<file path="src/rtl/div_sequencer.sv">
`default_nettype none
// ============================================================================
// Module      : div_sequencer
// Description : Falling-edge controller for the restoring divider. Captures
//               operands on start, runs WIDTH shift/compare/subtract steps and
//               reports quotient/remainder, while streaming quotient bits to an
//               external shift register. Optional macro DIV_ZERO_CHECK_EN
//               short-circuits division by zero straight from LOAD to DONE.
// Revision    : 1.0 - initial release
// ============================================================================
module div_sequencer #(
    parameter int WIDTH = 32
) (
    input  logic             clk,
    input  logic             reset,
    input  logic             start,
    input  logic [WIDTH-1:0] dividend,
    input  logic [WIDTH-1:0] divisor,
    output logic             busy,
    output logic             done,
    output logic [WIDTH-1:0] quotient,
    output logic [WIDTH-1:0] remainder,
    output logic             div_by_zero,
    output logic             sr_load,
    output logic             sr_in
);

    localparam int CNT_W = $clog2(WIDTH + 1);

    localparam logic [1:0] S_IDLE = 2'd0;
    localparam logic [1:0] S_LOAD = 2'd1;
    localparam logic [1:0] S_ITER = 2'd2;
    localparam logic [1:0] S_DONE = 2'd3;

    localparam logic [CNT_W-1:0] C_LAST = CNT_W'(WIDTH - 1);
    localparam logic [CNT_W-1:0] C_ONE  = CNT_W'(1);

    logic [1:0]       r_state;
    logic [WIDTH-1:0] r_dvd;
    logic [WIDTH-1:0] r_dsr;
    logic [WIDTH-1:0] r_rem;
    logic [CNT_W-1:0] r_cnt;

    logic [WIDTH:0]   w_t;
    logic             w_ge;
    logic [WIDTH-1:0] w_rem_nxt;
    logic [WIDTH-1:0] w_dvd_nxt;
    logic             w_last;

    // Partial remainder shifted left with the next dividend bit; the compare is
    // WIDTH+1 bits so the carried-out top bit is never lost.
    assign w_t       = {r_rem, r_dvd[WIDTH-1]};
    assign w_ge      = (w_t >= {1'b0, r_dsr});
    // When w_ge holds the true difference is below 2**WIDTH, so the low bits suffice.
    assign w_rem_nxt = w_ge ? (w_t[WIDTH-1:0] - r_dsr) : w_t[WIDTH-1:0];
    assign w_dvd_nxt = {r_dvd[WIDTH-2:0], w_ge};
    assign w_last    = (r_cnt == C_LAST);

    assign busy    = (r_state == S_LOAD) || (r_state == S_ITER);
    assign done    = (r_state == S_DONE);
    assign sr_load = (r_state == S_LOAD);
    assign sr_in   = (r_state == S_ITER) && w_ge;

    // Results are written on the edge entering DONE so they are valid with the pulse.
    always_ff @(negedge clk or posedge reset) begin
        if (reset) begin
            r_state     <= S_IDLE;
            r_dvd       <= '0;
            r_dsr       <= '0;
            r_rem       <= '0;
            r_cnt       <= '0;
            quotient    <= '0;
            remainder   <= '0;
            div_by_zero <= 1'b0;
        end else begin
            case (r_state)
                S_IDLE: begin
                    if (start) begin
                        r_state <= S_LOAD;
                    end
                end
                S_LOAD: begin
                    r_dvd       <= dividend;
                    r_dsr       <= divisor;
                    r_rem       <= '0;
                    r_cnt       <= '0;
                    div_by_zero <= 1'b0;
`ifdef DIV_ZERO_CHECK_EN
                    if (divisor == '0) begin
                        quotient    <= '1;
                        remainder   <= dividend;
                        div_by_zero <= 1'b1;
                        r_state     <= S_DONE;
                    end else begin
                        r_state     <= S_ITER;
                    end
`else
                    r_state <= S_ITER;
`endif
                end
                S_ITER: begin
                    r_rem <= w_rem_nxt;
                    r_dvd <= w_dvd_nxt;
                    r_cnt <= r_cnt + C_ONE;
                    if (w_last) begin
                        quotient    <= w_dvd_nxt;
                        remainder   <= w_rem_nxt;
                        div_by_zero <= (r_dsr == '0);
                        r_state     <= S_DONE;
                    end
                end
                default: begin
                    r_state <= S_IDLE;
                end
            endcase
        end
    end

endmodule
`default_nettype wire

</file>
<file path="config.mk">
export PLATFORM = sky130hd
export DESIGN_NAME = div_sequencer
export DESIGN_NICKNAME = d
export VERILOG_FILES = /design/src/rtl/div_sequencer.sv
export SDC_FILE = /design/constraint.sdc
export NUM_CORES = 1
export LEC_CHECK = 0
export BUFFER_PORTS_ARGS = -buffer_cell sky130_fd_sc_hd__buf_4
export CORE_MARGIN = 1.5
export CORE_UTILIZATION = 42
export CTS_CLUSTER_DIAMETER = 120
export DETAILED_ROUTE_END_ITERATION = 6
export GPL_TIMING_DRIVEN = 1
export PLACE_DENSITY_LB_ADDON = 0.25
export SLEW_MARGIN = 0
export SYNTH_ARGS = -nofsm -noshare
export SYNTH_HDL_FRONTEND = slang
export SYNTH_SLANG_ARGS = --single-unit
</file>
<file path="constraint.sdc">
create_clock -name clk -period 6.3 [get_ports clk]
set_input_delay 0.315 -clock clk [delete_from_list [all_inputs] [get_ports clk]]
set_output_delay 0.315 -clock clk [all_outputs]
set_load 0.1 [all_outputs]
</file>
Word-level counts from Yosys, hierarchy flattened
Index checks and enable logic that the tools add are counted.
{"block": "word_totals", "output_inout_bits": 69, "romBits": 0, "word_cells": 34, "ram_bits": 0, "latchBits": 0, "ff_bits": 169, "mem_count": 0, "inputBits": 67}
{"block": "op_classes", "n_eq_ne": 6, "reduce_logical": 8, "addsub": 2, "n_lt_le_gt_ge": 1, "n_div": 0, "muxes": 9, "shifts": 0, "n_bitwise": 0, "mul": 0}
{"op": "case mux 32 bit (2 select lines)", "count": 2}
{"op": "greater-or-equal comparator 33 x 32 -> 1 bit", "count": 1}
{"op": "zero test 32 bit", "count": 1}
{"op": "2-to-1 mux 32 bit", "count": 1}
{"op": "subtractor 32 bit", "count": 1}
{"op": "case mux 6 bit (2 select lines)", "count": 1}
{"op": "adder 6 x 1 -> 6 bit (second input constant)", "count": 1}
{"op": "== test 6 x 5 -> 1 bit (second input constant)", "count": 1}
{"op": "case mux 2 bit (3 select lines)", "count": 1}
{"op": "AND reduction 2 bit", "count": 3}
{"op": "== test 2 bit (second input constant)", "count": 2}
{"op": "2-to-1 mux 2 bit", "count": 2}
{"op": "!= test 2 bit (second input constant)", "count": 2}
{"op": "== test 2 x 1 -> 1 bit (second input constant)", "count": 1}
{"op": "zero test 2 bit", "count": 1}
{"op": "case mux 1 bit (2 select lines)", "count": 1}
{"op": "nonzero test 2 bit", "count": 1}
{"op": "logical AND 1 bit", "count": 1}
{"op": "logical OR 1 bit", "count": 1}
{"op": "2-to-1 mux 1 bit", "count": 1}

Depth between registers and ports, before layout
{"block": "depth", "word_depth": 3, "mapped_depth": 13, "mapped_depth_nobuf": 12}

==> results.md <==
- TritonRoute pass-1 iters: 5
- CP peak stage delay: 0.42 ns
- Sw Share: about 43%
- Synth warn: 0
- Worst hold path class: reg2reg
- Syn_area_per_cell: between 9 and 10 sq um
- Residual DRC count: 0
- Die area: 0.0228 sq mm
- Most frequent cells in the layout: nand2_1, dfrtn_1, buf_4
- First-pass GRT wire length: 37.7 mm
- Endpoints failing setup: 0
- Largest net degree at the start of global routing: 170
- IO Port Bufs: 135
- Met3 routed WL: around 1.4 mm
- All-Layer GR Usage: approximately a fifth
- CTS buffer count: 17
- Synthesized Nets: about 1100
- Primary FF master, synth: dfrtn_1
- Clk network pwr share: 23.7%
- Asr flop ratio synth: 100%
- Post-Layout Cell Count: ~1400
- Max Cap Viol: 0
- Boundary Pins: 136
- Share of layout cells above drive strength 1: roughly a fifth
- Chip width: 151 microns
- Leak: between 5 and 6 nW
- CORE AREA: 0.0212 sq mm
- Initial Utilization: 43.3%
- Vias per cell: 5.30
- Final worst slack: 0.0969 ns
- Peak VDD IR: 0.213 mV
- Worst-path cell chain: inv_1 > ha_1 > a21oi_2 > o21ai_0 > a31oi_1 > nand2_1 > o2111ai_1 > nor2b_4 > nor2_4 > buf_12
- Type of element capturing the critical path: primary output
- Cells after synthesis: 1013
- Power after layout: between 4 and 5 mW
- PwrDens: 403 mW/mm^2
- Die H: around 150 microns
- Vias in the first global route: 7277
- P_sw: 1.93 mW
- Flop2flop setup slack: 2.71 ns
- Placed instance count: 1373
- Highest routed layer: met4
- Final Max Slew Viols: 0
- CTS tree: done
- Nets: 1222
- Worst slew pin tran: about 1.1 ns
- Run status: finished, final reports clean
- Diode count: 0
- Clock sinks: 169
- Final wirelength: 23.4 mm
- Post-synthesis sequential element count: about 170
- Skew final: 0.0103 ns
- Worst-path fanout max: 9
- Yosys cell types: between 50 and 60
- DP Worst Slack: 0.324 ns
- Crit Path Category: reg2out
- RSZ-0062 raised after global routing: yes
- M1 wire length: 10.7 mm
- ANT nets after route: 0
- GPL Wtd Cong: 0.903
- WP data required: 5.98 ns
- Seq/Total Area, Yosys: 46.0%
- Worst path top cell family by delay: compound AO/OA/AOI/OAI gates
- Hold Buf Count CTS: 0
- Clk buf depth: 2
- Cell Rows: 53
- Bufs and invs on worst path: 2
- Final Hold Violating Endpoints: 0
- Starting DRT DRC Count: 488
- Clock transition at path regs: 0.06 ns
- CP Launch Type: flop
- Hpwl dp: 16.0 mm
- Crit-path slowest cell: ha_1
- Max-slew headroom: about 30%
- Antenna violations before repair: 0
- Overflow after GRT: 0
- Most common cell after layout, fill and taps aside: nand2_1
- Metal2 WL: 10.9 mm
- Area Growth Syn to Fin: 21.9%
- H-Tree Depth: 4
- Critical Path AT: 5.89 ns
- Flop pwr share: 33.2%
- Clock Latency Late Sink: 0.41 ns
- WL/cell: roughly 17 microns
- Gate power share: 43.1%
- Internal Power: 2.58 mW
- Synth Cell Area: approximately 0.0092 sq mm
- Root Driver: clkbuf_16
- Vias: 7452
- Number of flops mapped to enable cells by yosys: 0
## cell families after synthesis
kind of cell | synth area share [%]
mux | 7.42
simple gates | 16.3
fa+ha+maj | 5.26
xor+xnor | 2.77
flops | 46.0
compound gates | 16.1
buf+inv | 6.06
## cell type report
type / count / area (sq um)
clock buffers: 17 / 425
clock inverters: 15 / 180
flip-flops and latches: 169 / 4230
well taps: 275 / 344
multi-input cells: 714 / 4630
inverters: 69 / 263
repair buffers: 146 / 1120
fillers: 1945 / 10000
## worst min-delay path, cell delays in order (launching register included)
cell     delay, ns
dfrtn_1       0.41
nand2_1       0.05
nand2_1       0.05
## state kept, by name, indices dropped and copies added, names as in the netlist
name / flops
r_dsr: 32
r_cnt: 6
div_by_zero: 1
remainder: 32
r_dvd: 32
r_rem: 32
quotient: 32
r_state: 2
## per-stage QoR
stage | util, % | hold slack, ns | area [sq um] | TNS (ns)
3_3_place_gp | 48.9 | 0.420 | 10400 | 0
2_1_floorplan | - | 0.417 | 9200 | 0
4_1_cts | 51.9 | 0.430 | 11000 | 0
3_5_place_dp | 48.9 | 0.424 | 10400 | 0
5_1_grt | 52.7 | 0.444 | 11200 | -0.0186
6_report | 52.7 | 0.424 | 11200 | 0
## per-layer routing
| metal | track usage (%) | vias to the layer above |
|---|---|---|
| li1 | - | 3686 |
| met1 | 29.2 | 3579 |
| met2 | 32.9 | 168 |
| met3 | 5.45 | 19 |
| met4 | 6.02 | 0 |
| met5 | 0 | - |
## final timing paths
check,startpoint,endpoint,cells past startpoint
setup / recovery,r_dsr[12]$_DFFE_NP0P_,sr_in,10
hold / removal,quotient[7]$_DFFE_NP0P_,quotient[7]$_DFFE_NP0P_,2
setup reg to reg,r_dsr[9]$_DFFE_NP0P_,r_rem[19]$_DFFE_NP0P_,11
hold reg to reg,quotient[7]$_DFFE_NP0P_,quotient[7]$_DFFE_NP0P_,2
max in group asynchronous,reset,quotient[16]$_DFFE_NP0P_,3
min in group asynchronous,reset,remainder[4]$_DFFE_NP0P_,3
## repair_timing
action,4_1_cts,5_1_grt
setup buffers,0,0
gates resized for setup,11,29
pin swaps,0,2
setup endpoints to repair,1,1
## power groups by stage
stage | logic (mW) | clock network, mW | registers, mW
after floorplan | 1.48 | 0 | 1.46
after global placement | 1.84 | 0 | 1.51
after detailed placement | 1.87 | 0 | 1.51
after CTS | 1.89 | 1.09 | 1.49
after global routing | 2.17 | 1.13 | 1.52
final | 1.94 | 1.07 | 1.50
## synthesized netlist by cell type, types with 7 or more instances
master    instances  area, sq um
mux2_2            9          101
nor3_1            9         45.0
buf_2            11         55.1
nor2_1           59          221
a21oi_1          64          320
o21ai_0          67          335
a21o_1            8         60.1
nor4_1           13         81.3
clkbuf_1         37          139
xnor2_1          17          149
dfrtn_1         169         4230
o211ai_1          7         52.6
nand3_1          18         90.1
nand2b_1          9         56.3
nand2_1         188          706
xor2_1           12          105
o22ai_1          23          144
ha_1             37          463
nand4_1          10         62.6
nor2b_1          11         68.8
mux2i_1          58          581
o21ai_1          22          110
inv_1            69          259
Power figures use the tool's default switching activity.
